### src/rtl/tetris_board.sv
// Tetris playfield storage (10x20) with two combinational read ports, one write port and a line-clear engine.
// Define TETRIS_BOARD_LINE_CLEAR_EN to build the row scan/collapse FSM; without it a clear request just acknowledges.
module tetris_board #(
    parameter int COLS = 10,
    parameter int ROWS = 20
) (
    input  logic       CLOCK_50,
    input  logic       resetn,
    input  logic [3:0] board_rx,
    input  logic [4:0] board_ry,
    output logic       board_rdata,
    input  logic       board_we,
    input  logic [3:0] board_wx,
    input  logic [4:0] board_wy,
    input  logic       board_wdata,
    input  logic [3:0] vga_rx,
    input  logic [4:0] vga_ry,
    output logic       vga_rdata,
    input  logic       clear_req,
    output logic       clear_busy,
    output logic       clear_done,
    output logic [2:0] lines_cleared,
    output logic [7:0] total_lines
);

    typedef enum logic [1:0] {S_IDLE, S_SCAN, S_SHIFT, S_DONE} state_t;

    state_t          state_q, state_d;
    logic [COLS-1:0] rows_q [ROWS];
    logic [COLS-1:0] rows_d [ROWS];
    logic            clear_done_q, clear_done_d;
    logic [2:0]      lines_q, lines_d;
    logic [7:0]      total_q, total_d;
    logic            wr_in_range;

`ifdef TETRIS_BOARD_LINE_CLEAR_EN
    localparam logic [4:0] LAST_ROW = 5'(ROWS - 1);

    logic [4:0] scan_idx_q, scan_idx_d;
    logic [4:0] shift_idx_q, shift_idx_d;
    logic [2:0] pass_cnt_q, pass_cnt_d;
    logic [8:0] total_sum;
`endif

    // Out-of-range cells read as occupied so they behave as wall and floor.
    assign board_rdata = (32'(board_rx) >= COLS || 32'(board_ry) >= ROWS) ? 1'b1
                                                                          : rows_q[board_ry][board_rx];
    assign vga_rdata   = (32'(vga_rx) >= COLS || 32'(vga_ry) >= ROWS) ? 1'b1
                                                                      : rows_q[vga_ry][vga_rx];

    assign wr_in_range   = (32'(board_wx) < COLS) && (32'(board_wy) < ROWS);
    assign clear_busy    = (state_q != S_IDLE);
    assign clear_done    = clear_done_q;
    assign lines_cleared = lines_q;
    assign total_lines   = total_q;

    always_comb begin
        state_d      = state_q;
        rows_d       = rows_q;
        clear_done_d = 1'b0;
        lines_d      = lines_q;
        total_d      = total_q;
`ifdef TETRIS_BOARD_LINE_CLEAR_EN
        scan_idx_d   = scan_idx_q;
        shift_idx_d  = shift_idx_q;
        pass_cnt_d   = pass_cnt_q;
        total_sum    = {1'b0, total_q} + {6'b0, pass_cnt_q};
`endif

        // Game-logic writes only land while the engine is idle.
        if (board_we && wr_in_range && state_q == S_IDLE) begin
            rows_d[board_wy][board_wx] = board_wdata;
        end

        case (state_q)
            S_IDLE: begin
                if (clear_req) begin
`ifdef TETRIS_BOARD_LINE_CLEAR_EN
                    state_d    = S_SCAN;
                    scan_idx_d = LAST_ROW;
                    pass_cnt_d = 3'd0;
`else
                    state_d      = S_DONE;
                    clear_done_d = 1'b1;
`endif
                end
            end
`ifdef TETRIS_BOARD_LINE_CLEAR_EN
            S_SCAN: begin
                if (&rows_q[scan_idx_q]) begin
                    shift_idx_d = scan_idx_q;
                    state_d     = S_SHIFT;
                end else if (scan_idx_q == 5'd0) begin
                    // Results are registered on entry so they are valid alongside clear_done.
                    state_d      = S_DONE;
                    clear_done_d = 1'b1;
                    lines_d      = pass_cnt_q;
                    total_d      = (total_sum > 9'd255) ? 8'hFF : total_sum[7:0];
                end else begin
                    scan_idx_d = scan_idx_q - 5'd1;
                end
            end
            S_SHIFT: begin
                if (shift_idx_q == 5'd0) begin
                    rows_d[0]  = '0;
                    pass_cnt_d = pass_cnt_q + 3'd1;
                    state_d    = S_SCAN;
                end else begin
                    rows_d[shift_idx_q] = rows_q[shift_idx_q - 5'd1];
                    shift_idx_d         = shift_idx_q - 5'd1;
                end
            end
`endif
            S_DONE:  state_d = S_IDLE;
            default: state_d = S_IDLE;
        endcase
    end

    always_ff @(posedge CLOCK_50) begin
        if (!resetn) begin
            state_q      <= S_IDLE;
            rows_q       <= '{default: '0};
            clear_done_q <= 1'b0;
            lines_q      <= 3'd0;
            total_q      <= 8'd0;
`ifdef TETRIS_BOARD_LINE_CLEAR_EN
            scan_idx_q   <= 5'd0;
            shift_idx_q  <= 5'd0;
            pass_cnt_q   <= 3'd0;
`endif
        end else begin
            state_q      <= state_d;
            rows_q       <= rows_d;
            clear_done_q <= clear_done_d;
            lines_q      <= lines_d;
            total_q      <= total_d;
`ifdef TETRIS_BOARD_LINE_CLEAR_EN
            scan_idx_q   <= scan_idx_d;
            shift_idx_q  <= shift_idx_d;
            pass_cnt_q   <= pass_cnt_d;
`endif
        end
    end

endmodule
### config.mk
export PLATFORM = sky130hd
export DESIGN_NAME = tetris_board
export DESIGN_NICKNAME = d
export VERILOG_FILES = /design/src/rtl/tetris_board.sv
export SDC_FILE = /design/constraint.sdc
export NUM_CORES = 1
export LEC_CHECK = 0
export CAP_MARGIN = 20
export CORE_ASPECT_RATIO = 0.9
export CORE_MARGIN = 2
export CORE_UTILIZATION = 55
export CTS_BUF_LIST = sky130_fd_sc_hd__clkbuf_4 sky130_fd_sc_hd__clkbuf_8 sky130_fd_sc_hd__clkbuf_16
export DETAILED_ROUTE_END_ITERATION = 10
export GPL_TIMING_DRIVEN = 0
export PLACE_DENSITY_LB_ADDON = 0.3
export SLEW_MARGIN = 20
export SYNTH_ARGS = -nofsm -noshare
export SYNTH_HDL_FRONTEND = slang
export SYNTH_SLANG_ARGS = --single-unit
### constraint.sdc
create_clock -name CLOCK_50 -period 3.6 [get_ports CLOCK_50]
set_input_delay 0.9 -clock CLOCK_50 [delete_from_list [all_inputs] [get_ports CLOCK_50]]
set_output_delay 0.9 -clock CLOCK_50 [all_outputs]
set_load 0.02 [all_outputs]
### Yosys cells after proc, flatten, opt, wreduce, memory -nomap -nowiden

Index checks and enable logic that the tools add are counted.
Widths: inputs -> output; s select.

* bits in registers: 202
* output and inout port bits: 15
* word-level logic and storage cells: 67

* magnitude comparators: 14
* multiplexer cells: 18
* bitwise gates (word level): 3
* reduce and logical (&&, ||, !) cells: 10

Operators with widths (number)
* $bwmux 200: 1
* $bmux 10 s5: 2
* $demux 10 s5: 1
* $mux 10: 5
* $ge 6x6->1 const B: 3
* $not 5->6: 3
* $lt 4x5->1 const B: 3
* $ge 5x5->1 const B: 2
* $bmux 1 s4: 2
* $ge 4x4->1 const B: 2
* $lt 6x1->1 const B: 1
* $mux 1: 6
* $logic_and 1x1->1: 5
* $lt 5x5->1 const B: 1
* $demux 1 s4: 1
* $ge 4x1->1 const B: 1
* $lt 4x4->1 const B: 1
* $logic_not 2->1: 1
* $logic_or 1x1->1: 2
* $reduce_and 2->1: 1
* $reduce_bool 2->1: 1

### Logic depth before layout (Yosys ltp)

Gate-level depths: netlist (run 1).

* depth after elaboration: 7
* gate-level depth with buffers: 9

### Worst setup path before layout (run 1)

OpenSTA, ideal clock, no wires.

* path kind: input-to-output
* from: input board_ry[1]
* to: output board_rdata
* arrival time: 2655 ps
* path slack: 45 ps
* stages: 9
* path buffers: 3
* path through: buf_2 -> buf_4 -> buf_2 -> mux4_2 -> a21oi_1 -> o41ai_1 -> o221ai_1 -> o31ai_1 -> a221o_1

* longest elaborated chain between the ends: 7
* elaborated cells on any way between the ends: 9
* those cells by class: 1 x order compare; 6 x mux; 1 x bitwise; 1 x reduce/logical

Ends and longest elaborated chain
* from (decl): line 10 `input logic [4:0] board_ry,`
* $not 5->6 (implied by the code): line 47 `: rows_q[board_ry][board_rx];`
* $bmux 10 s5: line 47
* $mux 10 (implied by the code) (2 in a row): line 47
* $bmux 1 s4: line 47
* $mux 1 (implied by the code): line 47
* $mux 1 (*): line 46 `assign board_rdata = (32'(board_rx) >= COLS || 32'(board_ry) >= ROWS) ? 1'b1`
* to (decl): line 11 `output logic board_rdata,`

Every way passes the cells marked *; elsewhere a longest branch is shown, timed or not. The select of a mux whose other input is x is not followed.

### Worst setup path in the final report (run 1)

* from: input board_ry[2]
* to: output board_rdata

The elaborated chain is that of the path after synthesis.

==> metrics, run 1 <==
Max Freq=257 MHz; Setup crit end kind=output pin; GP Congestion=around 1.1; Post-synth EDFFs=0; WP data arrival=2.98 ns; CTS buffer count=23; Slew HR=29.0%; pin count of the biggest net entering global routing=13; DRC violations left=0; failing checks=setup timing; post-synthesis compound-gate area fraction=24.8%; number of detailed-route iterations in the first pass=6; library cells used by synthesis=52; post-route setup slack=-0.285 ns; worst slew pin tran=1.06 ns; static leakage=4.39 nW; worst min path class=register to register; Tot Pwr=5.29 mW; GRT Residual Overflow=0; CTS tree=yes; initial antenna violation count=3; CP Class=input port to output pin; worst-path fanout max=10; Worst path max stage delay=0.48 ns; Root Driver=clkbuf_16; fin util=65.2%; Avg Inst Size Synth=9.13 sq um; H-tree depth=1; largest family of logic cells by synthesized area=compound AO/OA/AOI/OAI gates; Yosys Warn Count=0; synth top area cells=dfxtp_1 (34%), mux4_2 (17%), a21boi_0 (9.5%); RSZ-0062 raised after global routing=true; port buffer count=20; Slew Limit Fails=0; Mapped Area=roughly 12000 sq um; clk sinks=202; mean routed wirelength per cell=around 31 microns; GRT Overall Usage=44.4%; Top FF cell, synth=dfxtp_1; fin crit share=108%; Post-Synthesis Cells=1309; die area=22900 sq um; Iteration-0 DRC Markers=2191; IO Pins=47; area delta synth->final=17.3%; multiplexer share of the synthesized area=20.4%; Max-cap violations=0; post-synth top area cell=dfxtp_1; endpoints failing setup=2; status=complete, but fails checks; ratio of cells with drive above 1 in the final layout=between 10% and 20%; Synth Area in Adders=0%; die height=144 microns; Via-to-Cell Ratio=7.28; Crit path required time=approximately 2.7 ns; Die Wd=around 160 microns; cts hold-fix bufs=0; post-synthesis sequential area ratio=33.8%; CP Buf/Inv Count=4; post-synth top area share=33.8%; crit-path cells=clkdlybuf4s15_1, buf_6, clkbuf_8, nor2_1, o41ai_2, o221ai_1, o31ai_2, a221o_1, buf_6; simple-gate share of the synthesized area=around 15%; critical path startpoint category=input port; first-pass GRT wire length=74300 microns; cell repeated most along the worst path=buf_6; vias in the first global route=approximately 11000; flops & latches, synth=202; DP Worst Slack=-2.04 ns; Routed Antenna Nets=0; FFs w/ async S/R, synth=0%; crit-path leading delay family=compound AO/OA/AOI/OAI gates; number of vias in the routed layout=12343; Reg clk slew, reported paths=approximately 0.060 ns; DRT Wirelength=52000 microns; setup_tns=-0.551 ns; XOR/XNOR share of the synthesized area=0%; row count=51; worst skew pair latency=between 0.5 and 0.6 ns; skew final=0.0115 ns; Starting Density=55.6%; maximum vdd drop=0.000383 V; minimum clock period=just under 4 ns; slowest CP cell=o41ai_2; clock buffer depth=3; CORE AREA=21500 sq um; Power Dens Cells=about 380 nW/um^2; final hold viol count=0; HPWL Detailed=36000 microns; # nets final=between 1000 and 1500
-- worst paths after layout --
path	startpoint	end	slack [ns]	depth (start not counted)
worst min register to register	state_q[0]	state_q[0]	0.46	1
worst min-delay path	state_q[0]	state_q[0]	0.46	1
worst max register to register	state_q[0]	rows_q[173]	0.97	6
worst max-delay path	board_ry[2]	board_rdata	-0.28	9
-- repair_timing --
item	CTS	global route
endpoints found under the setup margin	2	2
pin swaps	9	9
gates cloned	2	1
gates resized for setup	124	12
setup buffers	14	9
-- Yosys cell counts, types with 14 or more instances --
master,instances
a21boi_1,49
buf_4,14
nand2b_1,14
nand2_1,42
mux2i_1,33
mux4_2,89
clkbuf_1,104
a21boi_0,151
a21oi_1,14
nor2b_1,19
buf_2,14
nand3_1,210
nor2_1,45
dfxtp_1,202
o21ai_0,208
-- where the power goes --
| part | internal (mW) | switching [mW] | leakage [nW] | total [mW] |
|---|---|---|---|---|
| clock network | 1.40 | 1.01 | 0.373 | 2.41 |
| logic | 0.235 | 0.402 | 2.39 | 0.637 |
| registers | 2.24 | 0.00124 | 1.63 | 2.24 |
-- metal layers --
layer	GRT usage (%)	wire length [microns]	vias up	share of wire, %
met5	0	13	-	0.025
li1	-	-	5080	-
met1	59.0	19000	5962	37
met2	64.3	21600	1098	42
met3	17.7	8620	201	17
met4	19.4	2720	2	5.2
-- per-stage QoR --
stage,area (sq um),hold WS (ns),cells
floorplan,12000,0.459,1319
global placement,12500,0.440,1630
detailed placement,12500,0.447,1630
CTS,13900,0.464,1683
global route,14000,0.496,1692
finish,14000,0.455,1695
-- worst register-to-register path: cells and delay by family, from the launching register on --
kind | cells | cell delay (ns)
AOI/OAI and AO/OA | 2 | 0.46
DFF | 1 | 0.33
and+or+nand+nor | 4 | 1.72
-- sequential cells by signal (all words and copies together) (netlist names) --
register / flops
clear_done: 1
rows_q: 200
state_q: 1
-- final cells by class --
type | count | area (sq um)
Fill cell | 1823 | 7490
Timing Repair Buffer | 45 | 473
Buffer | 142 | 907
Antenna cell | 3 | 7.51
Clock buffer | 30 | 647
Tap cell | 291 | 364
Clock inverter | 7 | 96.3
Inverter | 3 | 11.3
Multi-Input combinational cell | 972 | 7460
Sequential cell | 202 | 4040
-- cells in the final DEF (no fill, tap or decap), types with 7 or more instances in the layout --
cell             synthesis  routed
nand3_1                210     210
o21ai_0                208     206
dfxtp_1                202     202
a21boi_0               151     151
clkbuf_1               104      99
mux4_2                  89      90
a21boi_1                49      49
nor2_1                  45      43
nand2_1                 42      42
buf_4                   14      34
mux2i_1                 33      24
clkbuf_16                0      24
nor2b_1                 19      18
clkdlybuf4s50_1          0      15
nand2b_1                14      14
buf_12                   0      13
a21oi_1                 14      11
conb_1                   1      11
buf_6                    7       8
a22oi_1                  8       8
nor3_1                   8       8
a211oi_1                 9       7
-- kinds of logic (layout without fill, tap and decap cells) --
logic type	after synthesis	after routing
AOI/OAI and AO/OA	468	468
and+or+nand+nor	366	366
DFF	202	202
buffers and inverters	145	227
muxes	127	127
other	1	14
(Power assumes the default switching activity.)
==> run 2, diff against run 1 <==
--- a/config.mk
+++ b/config.mk
@@ -6,9 +6,11 @@
 export NUM_CORES = 1
 export LEC_CHECK = 0
 export CAP_MARGIN = 20
+export CELL_PAD_IN_SITES_DETAIL_PLACEMENT = 1
+export CELL_PAD_IN_SITES_GLOBAL_PLACEMENT = 1
 export CORE_ASPECT_RATIO = 0.9
 export CORE_MARGIN = 2
-export CORE_UTILIZATION = 55
+export CORE_UTILIZATION = 48
 export CTS_BUF_LIST = sky130_fd_sc_hd__clkbuf_4 sky130_fd_sc_hd__clkbuf_8 sky130_fd_sc_hd__clkbuf_16
 export DETAILED_ROUTE_END_ITERATION = 10
 export GPL_TIMING_DRIVEN = 0
==> metrics, run 2 (synthesis gave the netlist of run 1 again) <==
status=complete, but fails checks (unchanged); failing checks=setup timing (unchanged); Worst path max stage delay=0.54 ns (was 0.48 ns); skew final=0.0147 ns (was 0.0115 ns); vias in the first global route=12733 (was 11107); GRT Overall Usage=45.1% (was 44.4%); Power Dens Cells=389 nW/um^2 (was 377 nW/um^2); Via-to-Cell Ratio=7.51 (was 7.28); worst skew pair latency=0.56 ns (was 0.53 ns); static leakage=4.49 nW (was 4.39 nW); Largest Register=rows_q (unchanged); GP Congestion=1.02 (was 1.08); setup_tns=-0.708 ns (was -0.551 ns); endpoints failing setup=2 (unchanged); row count=54 (was 51); minimum clock period=3.96 ns (was 3.88 ns); DRC violations left=0 (unchanged); worst-path fanout max=6 (was 10); IO Pins=47 (unchanged); CP Buf/Inv Count=3 (was 4); CTS tree=yes (unchanged); crit-path cells=buf_16, buf_12, mux4_2, mux4_2, o2111ai_2, nand4_1, a31o_1, buf_6 (was clkdlybuf4s15_1, buf_6, clkbuf_8, nor2_1, o41ai_2, o221ai_1, o31ai_2, a221o_1, buf_6); cts hold-fix bufs=0 (unchanged); GRT Residual Overflow=0 (unchanged); CP Class=input port to output pin (unchanged); RSZ-0062 raised after global routing=true (unchanged); CORE AREA=24300 sq um (was 21500 sq um); DRT Wirelength=59700 microns (was 52000 microns); DP Worst Slack=-2.20 ns (was -2.04 ns); met2 routed WL=25100 microns (was 21600 microns); critical path startpoint category=input port (unchanged); CTS buffer count=24 (was 23); R2R Setup Slk=0.73 ns (was 0.97 ns); Filler Cell Count=2753 (was 1823); H-tree depth=1 (unchanged); final hold viol count=0 (unchanged); maximum vdd drop=0.000293 V (was 0.000383 V); worst slew pin tran=1.06 ns (about the same); initial antenna violation count=6 (was 3); WP data arrival=3.06 ns (was 2.98 ns); die height=154 microns (was 144 microns); post-route setup slack=-0.360 ns (was -0.285 ns); area delta synth->final=20.1% (was 17.3%); max reg flops=200 (unchanged); mean routed wirelength per cell=34.5 microns (was 30.7 microns); worst hold slack=0.471 ns (was 0.455 ns); slowest CP cell=mux4_2 (was o41ai_2); Max Freq=253 MHz (was 257 MHz); Root Driver=clkbuf_16 (unchanged); cell repeated most along the worst path=mux4_2 (was buf_6); Max-cap violations=0 (unchanged); clock buffer depth=3 (unchanged); commonest non-fill, non-tap cell in the layout=nand3_1 (unchanged); number of vias in the routed layout=12968 (was 12343); Setup crit end kind=output pin (unchanged); first-pass GRT wire length=85500 microns (was 74300 microns); flip-flop and latch area=4040 sq um (unchanged); crit-path leading delay family=multiplexers (was compound AO/OA/AOI/OAI gates); clk sinks=202 (unchanged); ratio of cells with drive above 1 in the final layout=18.5% (was 16.3%); Starting Density=49.1% (was 55.6%); Iteration-0 DRC Markers=1836 (was 2191); met3 wire len=9010 microns (was 8620 microns); Die Wd=170 microns (was 159 microns); top routing layer in use=met5 (unchanged); die area=26200 sq um (was 22900 sq um); footprint of the multi-input gates=7590 sq um (was 7460 sq um); Routed Antenna Nets=0 (unchanged); number of detailed-route iterations in the first pass=5 (was 6); HPWL Detailed=39800 microns (was 36000 microns); port buffer count=20 (unchanged); M1 wire length=21500 microns (was 19000 microns); Slew Limit Fails=0 (unchanged); worst min path class=register to register (unchanged); fin crit share=110% (was 108%); pin count of the biggest net entering global routing=13 (unchanged); Crit path required time=2.70 ns (about the same); Slew HR=29.2% (was 29.0%); # nets final=1431 (was 1421); Reg clk slew, reported paths=0.06 ns (about the same); most frequent cells in the layout=nand3_1 (210), o21ai_0 (208), dfxtp_1 (202) (was nand3_1 (210), o21ai_0 (206), dfxtp_1 (202))
run 2: cell count changes in the layout (fill, tap and decap cells not counted), moves of 4 or more:
cell | previous run | this run
mux2i_1 | 24 | 19
buf_4 | 34 | 40
a211oi_1 | 7 | 3
a211oi_2 | 2 | 6
run 2: worst register-to-register path, cell delays in order, from the launching register on:
cell,delay (ns)
dfxtp_1,0.34
nor2b_1,0.13
and4_1,0.26
nor2b_1,0.84
nand2_1,0.56
o21ai_0,0.42
a21boi_0,0.19
run 2: area by class of cell:
class	count	area share [%]
Antenna cell	3	0.0523
Sequential cell	202	28.2
Multi-Input combinational cell	972	52.9
Tap cell	308	2.69
Clock inverter	10	0.994
Inverter	3	0.0785
Clock buffer	33	4.88
Timing Repair Buffer	54	3.75
Buffer	142	6.45
run 2: final timing paths:
path / startpoint / end / cells past startpoint
worst max-delay path: vga_ry[0] / vga_rdata / 8
worst max register to register: state_q[0] / rows_q[170] / 6
worst min register to register: state_q[0] / clear_done / 1
worst min-delay path: state_q[0] / clear_done / 1
run 2: routing by layer:
layer  track usage [%]  vias up
met5                 0        -
met4              24.1        4
met3              17.5      301
met2              66.3     1087
met1              57.2     6471
li1                  -     5105
run 2: repair_timing:
action,in CTS,in global routing
gates cloned,2,1
setup endpoints to repair,2,2
pin swaps,9,11
buffers inserted,28,4
resized for setup,132,33
run 2: metrics by stage:
step | cell area [sq um] | util (%) | total power, mW | instances
floorplan | 12000 | - | 2.61 | 1319
global placement | 12600 | 51.7 | 2.82 | 1647
detailed placement | 12600 | 51.7 | 2.82 | 1647
CTS | 14100 | 58.2 | 5.49 | 1720
global route | 14300 | 58.9 | 5.64 | 1724
finish | 14300 | 59.0 | 5.57 | 1727
run 2: report_power, final:
part	total [mW]	switching, mW	leakage (nW)	internal, mW
Clock	2.65	1.08	0.420	1.58
Combinational	0.683	0.435	2.44	0.248
Sequential	2.24	0.00142	1.63	2.24
==> run 3, diff against run 2 <==
--- a/config.mk
+++ b/config.mk
@@ -13,6 +13,7 @@
 export CORE_UTILIZATION = 48
 export CTS_BUF_LIST = sky130_fd_sc_hd__clkbuf_4 sky130_fd_sc_hd__clkbuf_8 sky130_fd_sc_hd__clkbuf_16
 export DETAILED_ROUTE_END_ITERATION = 10
+export GPL_ROUTABILITY_DRIVEN = 0
 export GPL_TIMING_DRIVEN = 0
 export PLACE_DENSITY_LB_ADDON = 0.3
 export SLEW_MARGIN = 20
==> metrics, run 3 (synthesis gave the netlist of run 1 again) <==
status=complete, but fails checks (unchanged); failing checks=setup timing (unchanged); first-pass GRT wire length=86000 microns (was 85500 microns); # nets final=1429 (was 1431); Max-cap violations=0 (unchanged); Via-to-Cell Ratio=7.71 (was 7.51); worst min path class=register to register (unchanged); CORE AREA=24300 sq um (unchanged); Slew Limit Fails=0 (unchanged); CTS tree=yes (unchanged); IO Pins=47 (unchanged); skew final=0.0106 ns (was 0.0147 ns); static leakage=4.48 nW (was 4.49 nW); mean routed wirelength per cell=35.0 microns (was 34.5 microns); critical path startpoint category=input port (unchanged); maximum vdd drop=0.000308 V (was 0.000293 V); worst-path fanout max=8 (was 6); Root Driver=clkbuf_16 (unchanged); Routed Antenna Nets=0 (unchanged); r2r worst-path depth=6 (unchanged); Crit path required time=2.70 ns (about the same); die area=26200 sq um (unchanged); final hold viol count=0 (unchanged); minimum clock period=4.26 ns (was 3.96 ns); post-route setup slack=-0.663 ns (was -0.360 ns); Die Wd=170 microns (unchanged); commonest non-fill, non-tap cell in the layout=nand3_1 (unchanged); Reg clk slew, reported paths=0.06 ns (about the same); Hold Path Stages=1 (unchanged); ratio of cells with drive above 1 in the final layout=18.2% (was 18.5%); vias in the first global route=13178 (was 12733); H-tree depth=1 (unchanged); GRT Residual Overflow=0 (unchanged); endpoints failing setup=2 (unchanged); Slew HR=21.8% (was 29.2%); Power Dens Cells=381 nW/um^2 (was 389 nW/um^2); Largest Register=rows_q (unchanged); initial antenna violation count=5 (was 6); placed cells=1647 (unchanged); area delta synth->final=19.7% (was 20.1%); number of detailed-route iterations in the first pass=6 (was 5); clock buffer depth=3 (unchanged); cts hold-fix bufs=0 (unchanged); Max Freq=235 MHz (was 253 MHz); pin count of the biggest net entering global routing=14 (was 13); die height=154 microns (unchanged); port buffer count=20 (unchanged); fin cells=1723 (was 1727); setup_tns=-0.940 ns (was -0.708 ns); row count=54 (unchanged); R2R Setup Slk=0.68 ns (was 0.73 ns); clk sinks=202 (unchanged); Iteration-0 DRC Markers=2100 (was 1836); Starting Density=49.1% (unchanged); CTS buffer count=23 (was 24); number of vias in the routed layout=13288 (was 12968); DRC violations left=0 (unchanged); CP Class=input port to output pin (unchanged); DRT Wirelength=60400 microns (was 59700 microns); RSZ-0062 raised after global routing=true (unchanged); fin crit share=118% (was 110%); worst slew pin tran=1.17 ns (was 1.06 ns); fin util=58.8% (was 59.0%); Hold Path End=state_q[0] (was clear_done); GRT Overall Usage=45.1% (about the same); worst skew pair latency=0.54 ns (was 0.56 ns); max reg flops=200 (unchanged); HPWL Detailed=38300 microns (was 39800 microns); Setup crit end kind=output pin (unchanged); WP data arrival=3.36 ns (was 3.06 ns); reg2reg start=state_q[0] (unchanged); Worst R2R End=rows_q[71] (was rows_q[170]); most frequent cells in the layout=nand3_1 (210), o21ai_0 (206), dfxtp_1 (202) (was nand3_1 (210), o21ai_0 (208), dfxtp_1 (202)); min-delay src=state_q[0] (unchanged); worst hold slack=0.462 ns (was 0.471 ns)
-- run 3: cell count changes in the layout (fill, tap and decap cells not counted), sizes merged --
| cell | before | now |
|---|---|---|
| bufinv | 3 | 1 |
| clkinv | 5 | 3 |
| buf | 73 | 74 |
| clkbuf | 140 | 139 |
| clkdlybuf4s15 | 0 | 1 |
| clkdlybuf4s50 | 14 | 13 |
| dlymetal6s2s | 0 | 1 |
| inv | 4 | 3 |
-- run 3: final cells by class --
class                           count  area (sq um)
Tap cell                          308           385
Timing Repair Buffer               53           576
Clock inverter                      5          52.6
Antenna cell                        3          7.51
Multi-Input combinational cell    972          7590
Clock buffer                       35           716
Fill cell                        2748         10000
Buffer                            142           918
Sequential cell                   202          4040
Inverter                            3          11.3
-- run 3: worst max path at each step --
stage                           start           to  slack (ns)  cells after the start
after global routing      board_rx[1]  board_rdata       -0.63                      8
after CTS                 board_ry[0]  board_rdata       -0.24                      9
after detailed placement  board_ry[2]  board_rdata       -2.14                      9
final                     board_ry[0]  board_rdata       -0.66                      9
after floorplan           board_ry[1]  board_rdata        0.04                      9
after global placement    board_ry[2]  board_rdata       -2.13                      9
-- run 3: report_power, final --
| group | switching [mW] | leakage (nW) | internal, mW | total (mW) |
|---|---|---|---|---|
| Sequential | 0.00128 | 1.63 | 2.24 | 2.24 |
| Combinational | 0.449 | 2.47 | 0.251 | 0.701 |
| Clock | 1.07 | 0.385 | 1.44 | 2.50 |
-- run 3: worst max-delay path, stage by stage --
cell     delay, ns
buf_16        0.14
buf_16        0.16
mux4_2        0.56
mux2i_1       0.21
nor4_1        0.09
o32ai_1       0.58
o21ai_1       0.20
a221o_1       0.37
buf_6         0.15
-- run 3: repair_timing --
item	CTS	global route
setup endpoints to repair	2	2
gates cloned	2	0
setup buffers	23	8
resized for setup	142	26
pin swaps	11	12
-- run 3: per-stage QoR --
step	total power, mW	setup WS, ns	area [sq um]
floorplan	2.61	0.0447	12000
global route	5.49	-0.633	14300
finish	5.44	-0.663	14300
CTS	5.32	-0.243	14100
global placement	2.81	-2.13	12600
detailed placement	2.82	-2.14	12600
-- run 3: metal layers --
layer	track usage, %	wire, microns
met1	55.0	20700
met2	63.8	24400
met3	18.9	9600
met4	32.7	5660
met5	1.13	0
